**src/rtl/ps2_pkg.sv**
```systemverilog
// PS/2 receiver shared definitions: scan-code prefixes, FSM states, event record layout.
// Latency: n/a (types and constants only).
// Backpressure: n/a.
package ps2_pkg;

   // Prefix bytes sent by the keyboard ahead of the actual scan code
   localparam logic [7:0] SC_BREAK = 8'hF0;
   localparam logic [7:0] SC_EXT   = 8'hE0;

   // Frame receive FSM, advanced only on filtered PS/2 clock falling edges
   typedef enum logic [1:0] {
      ST_IDLE   = 2'd0,
      ST_DATA   = 2'd1,
      ST_PARITY = 2'd2,
      ST_STOP   = 2'd3
   } ps2_state_e;

   // Event record layout as stored in the FIFO: {ext, brk, code[7:0]}
   localparam int EVT_W        = 10;
   localparam int EVT_CODE_LSB = 0;
   localparam int EVT_CODE_W   = 8;
   localparam int EVT_BRK_BIT  = 8;
   localparam int EVT_EXT_BIT  = 9;

   // PS/2 uses odd parity: data bits plus parity bit must hold an odd number of ones
   function automatic logic parity_ok(input logic [7:0] data, input logic par);
      return ^{data, par};
   endfunction

endpackage

```
**src/rtl/ps2_clk_filter.sv**
```systemverilog
// PS/2 pin conditioning: 2-flop synchronisers, FILT_LEN-sample clock glitch filter, falling-edge strobe.
// Latency: 2 sync cycles + FILT_LEN filter cycles + 1 strobe register from pin edge to oFall.
// Backpressure: none; free-running, strobe is a single-cycle pulse.
module ps2_clk_filter #(
   parameter int FILT_LEN = 8
) (
   input  logic iClock,
   input  logic iReset,
   input  logic iPS2_CLK,
   input  logic iPS2_DAT,
   output logic oFall,
   output logic oDat
);

   logic                clk_s1_q, clk_s2_q;
   logic                dat_s1_q, dat_s2_q;
   logic [FILT_LEN-1:0] filt_sh_q, filt_sh_d;
   logic                level_q, level_d;
   logic                fall_q, fall_d;

   // Filtered level only moves when the whole sample window agrees; a falling move raises the strobe
   always_comb begin
      filt_sh_d = {filt_sh_q[FILT_LEN-2:0], clk_s2_q};
      level_d   = level_q;
      if (&filt_sh_q) begin
         level_d = 1'b1;
      end else if (~|filt_sh_q) begin
         level_d = 1'b0;
      end
      fall_d = level_q & ~level_d;
   end

   // Synchronisers, filter window and strobe; idle bus level is high, so reset everything to 1
   always_ff @(posedge iClock) begin
      if (iReset) begin
         clk_s1_q  <= 1'b1;
         clk_s2_q  <= 1'b1;
         dat_s1_q  <= 1'b1;
         dat_s2_q  <= 1'b1;
         filt_sh_q <= '1;
         level_q   <= 1'b1;
         fall_q    <= 1'b0;
      end else begin
         clk_s1_q  <= iPS2_CLK;
         clk_s2_q  <= clk_s1_q;
         dat_s1_q  <= iPS2_DAT;
         dat_s2_q  <= dat_s1_q;
         filt_sh_q <= filt_sh_d;
         level_q   <= level_d;
         fall_q    <= fall_d;
      end
   end

   // Data is stable for many microseconds around the clock edge, so the plain synchronised value is used
   assign oFall = fall_q;
   assign oDat  = dat_s2_q;

endmodule

```
**src/rtl/ps2_scan_rx_fifo.sv**
```systemverilog
// PS/2 device-to-host receiver with E0/F0 prefix tracking and a FWFT event FIFO (PS2_WATCHDOG_EN adds frame watchdog).
// Latency: event pushed 1 cycle after the stop-bit strobe; oEvt_valid rises the cycle after the push.
// Backpressure: oEvt_valid/iEvt_ready drain; when full and not popped, new events are dropped and oOverflow sticks.
module ps2_scan_rx_fifo
   import ps2_pkg::*;
#(
   parameter int FILT_LEN    = 8,
   parameter int FIFO_DEPTH  = 16,
   parameter int TIMEOUT_CYC = 100000
) (
   input  logic                          iClock,
   input  logic                          iReset,
   input  logic                          iPS2_CLK,
   input  logic                          iPS2_DAT,
   output logic [7:0]                    oEvt_code,
   output logic                          oEvt_break,
   output logic                          oEvt_ext,
   output logic                          oEvt_valid,
   input  logic                          iEvt_ready,
   output logic [$clog2(FIFO_DEPTH):0]   oFifo_count,
   output logic                          oErr_parity,
   output logic                          oErr_frame,
   output logic                          oOverflow
);

   localparam int AW = $clog2(FIFO_DEPTH);
   localparam int CW = AW + 1;
   localparam logic [CW-1:0] FULL_CNT = CW'(FIFO_DEPTH);
   localparam logic [CW-1:0] CNT_ONE  = CW'(1);
   localparam logic [AW-1:0] PTR_ONE  = AW'(1);

   // Elaboration-time guard against parameter values the logic cannot support
   if (FILT_LEN < 2 || FIFO_DEPTH < 2 || (FIFO_DEPTH & (FIFO_DEPTH - 1)) != 0 || TIMEOUT_CYC < 2)
   begin : g_param_check
      $error("ps2_scan_rx_fifo: illegal parameter value");
   end

   logic fall;
   logic dat;

   ps2_clk_filter #(
      .FILT_LEN (FILT_LEN)
   ) u_filter (
      .iClock   (iClock),
      .iReset   (iReset),
      .iPS2_CLK (iPS2_CLK),
      .iPS2_DAT (iPS2_DAT),
      .oFall    (fall),
      .oDat     (dat)
   );

   ps2_state_e state_q;
   logic [2:0] bit_cnt_q;
   logic [7:0] shreg_q;
   logic       par_q;
   logic       byte_vld_q;
   logic       err_par_q;
   logic       err_frm_q;
   logic       wd_expire;

`ifdef PS2_WATCHDOG_EN
   localparam int WD_W = $clog2(TIMEOUT_CYC);
   localparam logic [WD_W-1:0] WD_LAST = WD_W'(TIMEOUT_CYC - 1);

   logic [WD_W-1:0] wd_cnt_q, wd_cnt_d;

   // Watchdog counts idle time between edges of an open frame; any edge or IDLE restarts it
   always_comb begin
      wd_cnt_d = wd_cnt_q;
      if (fall || state_q == ST_IDLE) begin
         wd_cnt_d = '0;
      end else if (wd_cnt_q != WD_LAST) begin
         wd_cnt_d = wd_cnt_q + WD_W'(1);
      end
      wd_expire = (state_q != ST_IDLE) && (wd_cnt_q == WD_LAST) && !fall;
   end

   // Watchdog counter register
   always_ff @(posedge iClock) begin
      if (iReset) begin
         wd_cnt_q <= '0;
      end else begin
         wd_cnt_q <= wd_cnt_d;
      end
   end
`else
   // Without the watchdog a truncated frame simply waits for more edges or a reset
   assign wd_expire = 1'b0;
`endif

   // Frame receive FSM: start, 8 data bits LSB first, parity, stop; outputs are registered pulses
   always_ff @(posedge iClock) begin
      if (iReset) begin
         state_q    <= ST_IDLE;
         bit_cnt_q  <= '0;
         shreg_q    <= '0;
         par_q      <= 1'b0;
         byte_vld_q <= 1'b0;
         err_par_q  <= 1'b0;
         err_frm_q  <= 1'b0;
      end else begin
         byte_vld_q <= 1'b0;
         err_par_q  <= 1'b0;
         err_frm_q  <= 1'b0;
         if (wd_expire) begin
            state_q   <= ST_IDLE;
            err_frm_q <= 1'b1;
         end else if (fall) begin
            case (state_q)
               ST_IDLE: begin
                  // A high data line at a falling edge is a spurious start and is ignored
                  if (!dat) begin
                     state_q   <= ST_DATA;
                     bit_cnt_q <= '0;
                  end
               end
               ST_DATA: begin
                  shreg_q[bit_cnt_q] <= dat;
                  bit_cnt_q          <= bit_cnt_q + 3'd1;
                  if (bit_cnt_q == 3'd7) begin
                     state_q <= ST_PARITY;
                  end
               end
               ST_PARITY: begin
                  par_q   <= dat;
                  state_q <= ST_STOP;
               end
               ST_STOP: begin
                  state_q <= ST_IDLE;
                  if (!dat) begin
                     err_frm_q <= 1'b1;
                  end else if (!parity_ok(shreg_q, par_q)) begin
                     err_par_q <= 1'b1;
                  end else begin
                     byte_vld_q <= 1'b1;
                  end
               end
               default: state_q <= ST_IDLE;
            endcase
         end
      end
   end

   logic             ext_q, ext_d;
   logic             brk_q, brk_d;
   logic             push;
   logic [EVT_W-1:0] push_evt;

   // Prefix tracking: E0/F0 only set flags, any other good byte becomes an event; errors forget prefixes
   always_comb begin
      ext_d    = ext_q;
      brk_d    = brk_q;
      push     = 1'b0;
      push_evt = '0;
      push_evt[EVT_EXT_BIT]                   = ext_q;
      push_evt[EVT_BRK_BIT]                   = brk_q;
      push_evt[EVT_CODE_LSB +: EVT_CODE_W]    = shreg_q;
      if (err_par_q || err_frm_q) begin
         ext_d = 1'b0;
         brk_d = 1'b0;
      end else if (byte_vld_q) begin
         if (shreg_q == SC_EXT) begin
            ext_d = 1'b1;
         end else if (shreg_q == SC_BREAK) begin
            brk_d = 1'b1;
         end else begin
            push  = 1'b1;
            ext_d = 1'b0;
            brk_d = 1'b0;
         end
      end
   end

   // Prefix flag registers
   always_ff @(posedge iClock) begin
      if (iReset) begin
         ext_q <= 1'b0;
         brk_q <= 1'b0;
      end else begin
         ext_q <= ext_d;
         brk_q <= brk_d;
      end
   end

   logic [EVT_W-1:0] mem [FIFO_DEPTH];
   logic [AW-1:0]    wr_ptr_q, wr_ptr_d;
   logic [AW-1:0]    rd_ptr_q, rd_ptr_d;
   logic [CW-1:0]    count_q, count_d;
   logic             ovf_q, ovf_d;
   logic             fifo_empty;
   logic             fifo_full;
   logic             pop_ok;
   logic             push_ok;

   // FIFO control: a pop frees the slot a same-cycle push needs, so full+pop+push is accepted
   always_comb begin
      fifo_empty = (count_q == '0);
      fifo_full  = (count_q == FULL_CNT);
      pop_ok     = iEvt_ready && !fifo_empty;
      push_ok    = push && (!fifo_full || pop_ok);
      wr_ptr_d   = push_ok ? wr_ptr_q + PTR_ONE : wr_ptr_q;
      rd_ptr_d   = pop_ok  ? rd_ptr_q + PTR_ONE : rd_ptr_q;
      count_d    = count_q;
      case ({push_ok, pop_ok})
         2'b10:   count_d = count_q + CNT_ONE;
         2'b01:   count_d = count_q - CNT_ONE;
         default: count_d = count_q;
      endcase
      ovf_d = ovf_q || (push && !push_ok);
   end

   // FIFO pointers, occupancy and sticky overflow flag
   always_ff @(posedge iClock) begin
      if (iReset) begin
         wr_ptr_q <= '0;
         rd_ptr_q <= '0;
         count_q  <= '0;
         ovf_q    <= 1'b0;
      end else begin
         wr_ptr_q <= wr_ptr_d;
         rd_ptr_q <= rd_ptr_d;
         count_q  <= count_d;
         ovf_q    <= ovf_d;
      end
   end

   // Event storage without reset so it maps onto distributed RAM
   always_ff @(posedge iClock) begin
      if (push_ok) begin
         mem[wr_ptr_q] <= push_evt;
      end
   end

   logic [EVT_W-1:0] head;

   // Fall-through head; gated so the event outputs read zero while empty and after reset
   always_comb begin
      head        = mem[rd_ptr_q];
      oEvt_valid  = !fifo_empty;
      oEvt_code   = fifo_empty ? 8'h00 : head[EVT_CODE_LSB +: EVT_CODE_W];
      oEvt_break  = !fifo_empty && head[EVT_BRK_BIT];
      oEvt_ext    = !fifo_empty && head[EVT_EXT_BIT];
      oFifo_count = count_q;
      oErr_parity = err_par_q;
      oErr_frame  = err_frm_q;
      oOverflow   = ovf_q;
   end

endmodule

```
**config.mk**
```make
export PLATFORM = sky130hd
export DESIGN_NAME = ps2_scan_rx_fifo
export DESIGN_NICKNAME = d
export VERILOG_FILES = /design/src/rtl/ps2_pkg.sv /design/src/rtl/ps2_clk_filter.sv /design/src/rtl/ps2_scan_rx_fifo.sv
export SDC_FILE = /design/constraint.sdc
export NUM_CORES = 1
export LEC_CHECK = 0
export BUFFER_PORTS_ARGS = -buffer_cell sky130_fd_sc_hd__buf_4
export CORE_MARGIN = 2
export CORE_UTILIZATION = 30
export DETAILED_ROUTE_END_ITERATION = 6
export GPL_TIMING_DRIVEN = 0
export MAX_ROUTING_LAYER = met4
export PLACE_DENSITY = 0.54
export SYNTH_ARGS = -nofsm -noshare
export SYNTH_HDL_FRONTEND = slang
export SYNTH_HIERARCHICAL = 1
export SYNTH_SLANG_ARGS = --single-unit
```
**constraint.sdc**
```tcl
create_clock -name iClock -period 4.9 [get_ports iClock]
set_input_delay 0.98 -clock iClock [delete_from_list [all_inputs] [get_ports iClock]]
set_output_delay 0.98 -clock iClock [all_outputs]
set_load 0.01 [all_outputs]
```
### Yosys cells after proc, flatten, opt, wreduce, memory -nomap -nowiden

Memories as Yosys holds them, arrays and structs flattened. A register that Yosys moved wholly into a read port is not among the register bits.
Cells that the tools add are included.

| word-level totals | value |
|---|---|
| bits of input ports | 5 |
| register bits after elaboration | 47 |
| memory bits (writable) | 160 |
| memories kept | 1 |

| operators by class | value |
|---|---|
| multiplexer cells | 26 |
| $lt $le $gt $ge | 2 |
| eq/ne operators | 12 |
| bitwise gates (word level) | 6 |
| $add $sub $neg | 5 |
| reductions and logical operators | 28 |

Memory list:

| memory | depth | bits a word | rd ports | clocked after memory_dff | wr ports | line | text |
|---|---|---|---|---|---|---|---|
| mem | 16 | 10 | 1 | 1 | 1 | ps2_scan_rx_fifo.sv:185 | `logic [EVT_W-1:0] mem [FIFO_DEPTH];` |

Operators by type and width:

| cell | number |
|---|---|
| $eq 8x8->1 const B | 2 |
| $mux 1 | 15 |
| $pmux 5 s2 | 1 |
| $reduce_xor 9->1 | 1 |
| $add 4x1->4 const B | 2 |
| $bwmux 8 | 1 |
| $mux 4 | 2 |
| $mux 8 | 1 |
| $pmux 2 s4 | 1 |
| $reduce_and 2->1 | 4 |
| $reduce_and 8->1 | 1 |
| $reduce_or 8->1 | 1 |
| $eq 2x2->1 const B | 3 |
| $logic_and 1x1->1 | 6 |
| $ne 2x2->1 const B | 3 |
| $pmux 3 s2 | 1 |
| $reduce_and 3->1 | 2 |
| $add 5x1->5 const B | 1 |
| $eq 5x5->1 const B | 1 |
| $logic_not 5->1 | 1 |
| $not 1->1 | 5 |
| $sub 5x1->5 const B | 1 |
| $eq 2x1->1 const B | 2 |
| $lt 3x4->1 const B | 1 |
| 14 further kinds | 20 |

### Longest topological paths before layout

Gate-level depths: netlist (run 1).

| depth | value |
|---|---|
| word-level depth | 9 |
| depth in mapped cells | 10 |

### Cells and area by module

The synthesis (run 1) kept the hierarchy.

By module, submodules not included:

| module | cells each | times used | sequential area each (um2) | area each (um2) |
|---|---|---|---|---|
| ps2_scan_rx_fifo | 457 | 1 | 5545.3 | 8026.4 |
| ps2_clk_filter | 36 | 1 | 280.3 | 441.7 |

### Worst setup path before layout (run 1)

No wires, ideal clock.

| timing | value |
|---|---|
| path type | reg2reg |
| from | register shreg_q[0] |
| to | register count_q[4] (netlist: oFifo_count[4]) |
| slack | 2156 ps |
| path buffers | 0 |
| setup time | 121 ps |
| required time | 4779 ps |
| arrival | 2623 ps |
| cell stages (with the launch flop) | 10 |
| path through | dfxtp_1 > nor4_2 > a41oi_4 > nor2_1 > ha_1 > nor2b_1 > o21ai_0 > a21oi_1 > a32oi_2 > mux2_4 |

| on the way | value |
|---|---|
| longest elaborated chain between the ends | 8 |
| elaborated cells on any way between the ends | 11 |
| classes of those cells | eq/ne: 4; mux: 5; reduce/logical: 2 |

Ends and longest elaborated chain:

| what | line | text |
|---|---|---|
| start, declared | ps2_scan_rx_fifo.sv:54 | `logic [7:0] shreg_q;` |
| start signal, assigned by index | ps2_scan_rx_fifo.sv:118 | `shreg_q[bit_cnt_q] <= dat;` |
| $eq 8x8->1 | ps2_scan_rx_fifo.sv:164 | `end else if (shreg_q == SC_BREAK) begin` |
| $mux 1 | ps2_scan_rx_fifo.sv:164 |  |
| $mux 1 (*) | ps2_scan_rx_fifo.sv:162 | `if (shreg_q == SC_EXT) begin` |
| $mux 1 (*) | ps2_scan_rx_fifo.sv:161 | `end else if (byte_vld_q) begin` |
| $mux 1 (*) | ps2_scan_rx_fifo.sv:158 | `if (err_par_q \|\| err_frm_q) begin` |
| $logic_and 1x1->1 (*) | ps2_scan_rx_fifo.sv:200 | `push_ok = push && (!fifo_full \|\| pop_ok);` |
| $eq 2x1->1 / $eq 2x2->1 (equally long branches) | ps2_scan_rx_fifo.sv:204 | `case ({push_ok, pop_ok})` |
| $pmux 5 s2 / $reduce_bool 2->1 (equally long branches) | - |  |
| end signal, assigned | ps2_scan_rx_fifo.sv:222 | `count_q <= count_d;` |
| end, declared | ps2_scan_rx_fifo.sv:188 | `logic [CW-1:0] count_q, count_d;` |

Every way passes the cells marked *; elsewhere a longest branch is shown, timed or not.
A chain may end at the register's enable or synchronous reset.

==> results of run 1 <==
## critical path, delay by kind of cell, from the launching register on
family	cells	cell delay, ps
multiplexers	2	1000
flip-flops	1	460
AND/OR/NAND/NOR	1	180
buffers and inverters	2	660
## registers in the layout, summed over array words and instances, names as in the netlist, 2 cells and up, named ones only
name and flops:
wr_ptr_q 4, rd_ptr_q 4, state_q 2, shreg_q 8, oFifo_count 5, bit_cnt_q 3
u_filter/filt_sh_q 8, mem 160
## worst max-delay path by stage
stage / cells past startpoint / endpoint
2_1_floorplan: 9 / oFifo_count[4]
3_3_place_gp: 6 / mem[0][8]
3_5_place_dp: 5 / oEvt_code[7]
4_1_cts: 5 / oEvt_code[7]
5_1_grt: 5 / oEvt_code[7]
6_report: 5 / oEvt_code[7]
## power by group through the flow
stage          sequential, W  clock (W)  combinational [W]
2_1_floorplan        0.00200          0           0.000717
3_3_place_gp         0.00201          0            0.00105
3_5_place_dp         0.00201          0            0.00107
4_1_cts              0.00197    0.00180            0.00107
5_1_grt              0.00198    0.00188            0.00114
6_report             0.00197    0.00176            0.00105
## cell type report
type	instances	area [um2]	area share, %
clock buffers	26	597	6.02
plain buffers	20	120	1.21
multi-input cells	250	2500	25.2
repair buffers	24	184	1.85
inverters	12	45.0	0.454
flip-flops and latches	211	5830	58.7
clock inverters	15	179	1.80
well taps	378	473	4.77
## metrics by stage
step | hold slack, ps | cell area [um2] | cells
after CTS | 411 | 9920 | 936
final | 407 | 9920 | 936
after global routing | 427 | 9920 | 936
after global placement | 388 | 9110 | 894
after detailed placement | 393 | 9150 | 895
after floorplan | 383 | 8470 | 493
## synth_stat cells (all sizes together)
master,n
nor4,4
a21oi,16
nand3,6
mux4,50
xor2,5
nor3,8
nand4,4
nor2,45
nand2b,4
nand3b,1
mux2,1
clkbuf,12
nand2,21
fa,1
o21bai,1
a21o,2
o21ai,10
ha,14
a211oi,2
or2,12
or3b,1
a32oi,3
buf,8
xnor2,12
a41oi,2
and3,1
a2111o,1
nor2b,3
dfxtp,51
inv,12
or4,1
and2,11
a21boi,1
mux2i,7
edfxtp,160
## routing by layer
layer	track usage, %	part of all wire (%)	up-vias
met5	-	0	-
met2	20.4	50	83
met3	2.22	4.9	30
li1	-	-	1999
met1	16.0	43	2180
met4	2.92	2.1	0
## logic make-up after synthesis
family	synth area share [%]
multiplexers	14.7
AND/OR/NAND/NOR	7.45
XOR/XNOR	1.76
buffers and inverters	1.95
adder cells (fa/ha/maj)	2.30
AO/OA/AOI/OAI	3.03
flip-flops	68.8
==> metrics.cfg, run 1 <==
[status]
status=finished clean

[power_and_ir_drop]
pwr-share-comb_pct=22.0
p_leak_nw=3.26
power_density_nw_per_um2=483
pwr-share-clk_pct=36.8
internal_power_w=0.00357
max-vdd-ir-drop_v=0.000254
pwr-share-seq_pct=41.2
power.total_w=0.00479
power_switching_w=0.00122
switching_share_pct=25.5

[cells_and_area]
final_common_cell=edfxtp_1
final_cell_mix=160 x edfxtp_1, 51 x dfxtp_1, 45 x nor2_1
n_fill_cell=2675
diodes=0
final_core_util_pct=35.7
drive_gt1_share_pct=22.6
area_delta_synth_final_pct=17.2
finalNetCount=562

[yosys]
syn-cell-area_um2=8470
synth_nets=513
synth_cell_type_count=42
syn_inst=493
synth_seq_area_share_pct=68.8
avgSynthCellArea_um2=17.2
ys_warn_count=6
yosys.area.top_type=edfxtp_1
ys_ff_latch=211
synthTopCellsByArea=edfxtp_1 57%, dfxtp_1 12%, mux4_2 12%
synth_top_area_share_pct=56.7

[worst_hold_path]
worstHoldPathType=flop to flop
whs_path_depth=1
hold_end=u_filter/filt_sh_q[0]
min-delay-start=u_filter/clk_s2_q

[setup_path]
crit_type=flop to primary output
crit_fanout=10
ff2ff_setup_slack_ps=1640
start_kind=flop
crit_slowest_cell=mux4_2
r2r-end=oFifo_count[4]
cpPeakStageDelay_ps=540
path_cells=clkbuf_1, mux4_1, mux4_2, and2_1, buf_4
r2r_start=shreg_q[0]
worstPathArrival_ps=2800
worstRegToRegCells=9
cp-end-kind=primary output
worstPathRequired_ps=3920

[grt]
overflow=0
grt_usage_pct=12.4
grt_max_degree=21
antenna_found_initial=0
grt_pass1_vias=4426
grt_pass1_wl_um=26300

[route]
routedWlPerCell_um=18.4
wirelength_um=17300
vias=4292
final_antenna_net_count=0
drtIter0Drc=299
drt-pass1-iter-count=4
via_per_inst=4.59
route.detailed.drc=0

[cts]
clk_latency_ps=500
cts_tree=built
clk_pin_slew_worst_paths_ps=60
cts_buffer_depth=3
h-tree-depth=1
cts_resized=0
cts_hold_buf=0
cts.sinks=211
cts_setup_buffers=0
numCtsBuffers=23
root_buffer=clkbuf_16

[sta]
clock.fmax_ghz=0.265
tightest_slew_ps=1090
rsz0062_at_grt=false
finalSetupViolations=0
finalSetupTns_ps=0
final_hold_viol_count=0
drv_slew=0
fin_crit_ps=3780
fin_crit_sh_pct=77.1
finClkSkew_ps=11.7
fin_ws_ps=1120
maxSlewHeadroom_pct=27.2

[placement]
place.gp.congestion=0.770
dp_worst_setup_slack_ps=1620
io_buffers=23
dp_hpwl_um=11400

[floorplanning]
rows=61
design.core.area_um2=27800
initial_core_util_pct=30.5
fp.dieW_um=172
die_area_um2=29600
die_h_um=172
ioPinCount=24

[job]
max_cap_violations=0

(Power assumes the default switching activity.)
==> run 2: changes to the inputs <==
clock period = 3.6 ns   (was 4.9 ns; I/O delays follow)
==> run 2 against run 1 <==
- final area about the same
- die area stayed put
- global-route usage stayed put
- clock-buffer cell count stayed put
- worst setup slack worse by 1000 ps
- clock skew is essentially flat
- critical path depth unchanged
- first-iteration DRC count is 0.67% higher
- total power up 36%
- core utilization hardly changed
- non-clock buffer count unchanged
- critical path type unchanged
- critical endpoint is now oEvt_code[3]
- largest power group unchanged
- highest routed layer unchanged
==> metrics.cfg, run 2 (synthesized netlist as in run 1, its figures left out) <==
[setup_path]
worstPathRequired_ps=2880  ; -1040 ps
path_cells=clkbuf_1, mux4_2, mux4_2, and2_1, buf_4
cpLargestDelayFamily=multiplexers
worstPathArrival_ps=2770  ; -30 ps
crit_type=flop to primary output
crit_fanout=10  ; unchanged
crit_buf_inv=2  ; unchanged
crit_slowest_cell=clkbuf_1
critPathMostFrequentCell=mux4_2
cpPeakStageDelay_ps=560  ; +20 ps
start_kind=flop
cp-end-kind=primary output
r2r_start=shreg_q[0]

[power_and_ir_drop]
p_leak_nw=3.26  ; +0.11%
power_switching_w=0.00166  ; +36%
pwr-share-comb_pct=22.0  ; about the same
pwr-share-clk_pct=36.8  ; about the same
power.total_w=0.00652  ; +36%
max-vdd-ir-drop_v=0.000346  ; +36%
power_density_nw_per_um2=657  ; +36%
pwr-share-seq_pct=41.2  ; about the same
internal_power_w=0.00485  ; +36%
switching_share_pct=25.5  ; about the same

[cts]
h-tree-depth=1  ; unchanged
clk_pin_slew_worst_paths_ps=60  ; about the same
clk_latency_ps=500  ; about the same
cts_hold_buf=0  ; unchanged
numCtsBuffers=23  ; unchanged
cts_setup_buffers=0  ; unchanged
cts_buffer_depth=3  ; unchanged
cts.sinks=211  ; unchanged
cts_tree=built
root_buffer=clkbuf_16

[worst_hold_path]
worstHoldPathType=primary input to flop
min-delay-start=iPS2_CLK

[sta]
finalSetupTns_ps=0  ; unchanged
fin_crit_sh_pct=96.9
tightest_slew_ps=1100  ; +11.6 ps
fin_crit_ps=3490
finClkSkew_ps=12.0  ; +0.278 ps
rsz0062_at_grt=false
maxSlewHeadroom_pct=26.4  ; -0.78 points
finalSetupViolations=0  ; unchanged
clock.fmax_ghz=0.287
hold_slack_ps=400  ; -7.28 ps
drv_slew=0  ; unchanged
final_hold_viol_count=0  ; unchanged
fin_ws_ps=110  ; -1010 ps

[route]
drt-pass1-iter-count=5  ; +1
via_per_inst=4.60  ; +0.28%
drtIter0Drc=301  ; +0.67%
final_antenna_net_count=0  ; unchanged
vias=4304  ; +0.28%
routedWlPerCell_um=18.4  ; -0.19%
route.detailed.drc=0  ; unchanged
wirelength_um=17200  ; -0.19%

[floorplanning]
initial_core_util_pct=30.5  ; unchanged
design.core.area_um2=27800  ; unchanged
fp.dieW_um=172  ; unchanged
die_h_um=172  ; unchanged
rows=61  ; unchanged
ioPinCount=24  ; unchanged
die_area_um2=29600  ; unchanged

[grt]
grt_max_degree=21  ; unchanged
grt_usage_pct=12.4  ; unchanged
overflow=0  ; unchanged
antenna_found_initial=0  ; unchanged
grt_pass1_wl_um=26300  ; unchanged
grt_pass1_vias=4426  ; unchanged

[placement]
place.gp.congestion=0.770  ; unchanged
dpl.cell_count=895  ; unchanged
dp_worst_setup_slack_ps=354  ; -1260 ps
dp_hpwl_um=11400  ; unchanged
io_buffers=23  ; unchanged

[cells_and_area]
largest-register=mem
final_common_cell=edfxtp_1
largest_reg_flops=160  ; unchanged
final_cell_mix=160 x edfxtp_1, 51 x dfxtp_1, 45 x nor2_1
area_delta_synth_final_pct=17.2  ; about the same
finalNetCount=562  ; unchanged
drive_gt1_share_pct=22.8  ; +0.18 points
diodes=0  ; unchanged
fin_cells=936  ; unchanged
largest_registers=mem: 160 flops, shreg_q: 8 flops, u_filter/filt_sh_q: 8 flops

[status]
status=finished clean

[job]
max_cap_violations=0  ; unchanged

[run 2: final timing paths]
kind	endpoint	slack, ps	depth (start not counted)
setup / recovery	oEvt_code[3]	110	5
hold / removal	u_filter/clk_s1_q	400	2
setup reg to reg	oFifo_count[4]	350	9
hold reg to reg	u_filter/filt_sh_q[0]	410	1
[run 2: per-layer routing]
layer | vias up | part of all wire, % | track usage (%) | wire length (um)
met5 | - | 0 | - | 0
met4 | 0 | 2.1 | 2.92 | 359
met3 | 30 | 5.0 | 2.22 | 856
met2 | 87 | 50 | 20.4 | 8550
met1 | 2186 | 43 | 16.0 | 7460
li1 | 2001 | - | - | -
[run 2: area by class of cell]
cell class,instances,area (um2)
well taps,378,473
flip-flops and latches,211,5830
fillers,2674,17900
clock inverters,15,179
clock buffers,26,597
multi-input cells,250,2500
inverters,12,45.0
plain buffers,20,121
repair buffers,24,184
[run 2: power groups by stage]
stage          Combinational [W]  Sequential (W)  Clock, W
2_1_floorplan           0.000976         0.00273         0
3_3_place_gp             0.00143         0.00273         0
3_5_place_dp             0.00146         0.00274         0
4_1_cts                  0.00146         0.00268   0.00245
5_1_grt                  0.00156         0.00269   0.00256
6_report                 0.00143         0.00268   0.00240
[run 2: through the flow]
step | area [um2] | utilization (%)
floorplan | 8470 | -
global placement | 9110 | 32.8
detailed placement | 9150 | 32.9
CTS | 9920 | 35.7
global route | 9920 | 35.7
finish | 9920 | 35.7
[run 2: timing repair]
item / in CTS / in global routing
setup endpoints to repair: 0 / 1
endpoints found under the hold margin: 0 / 0
gates resized for setup: 0 / 2
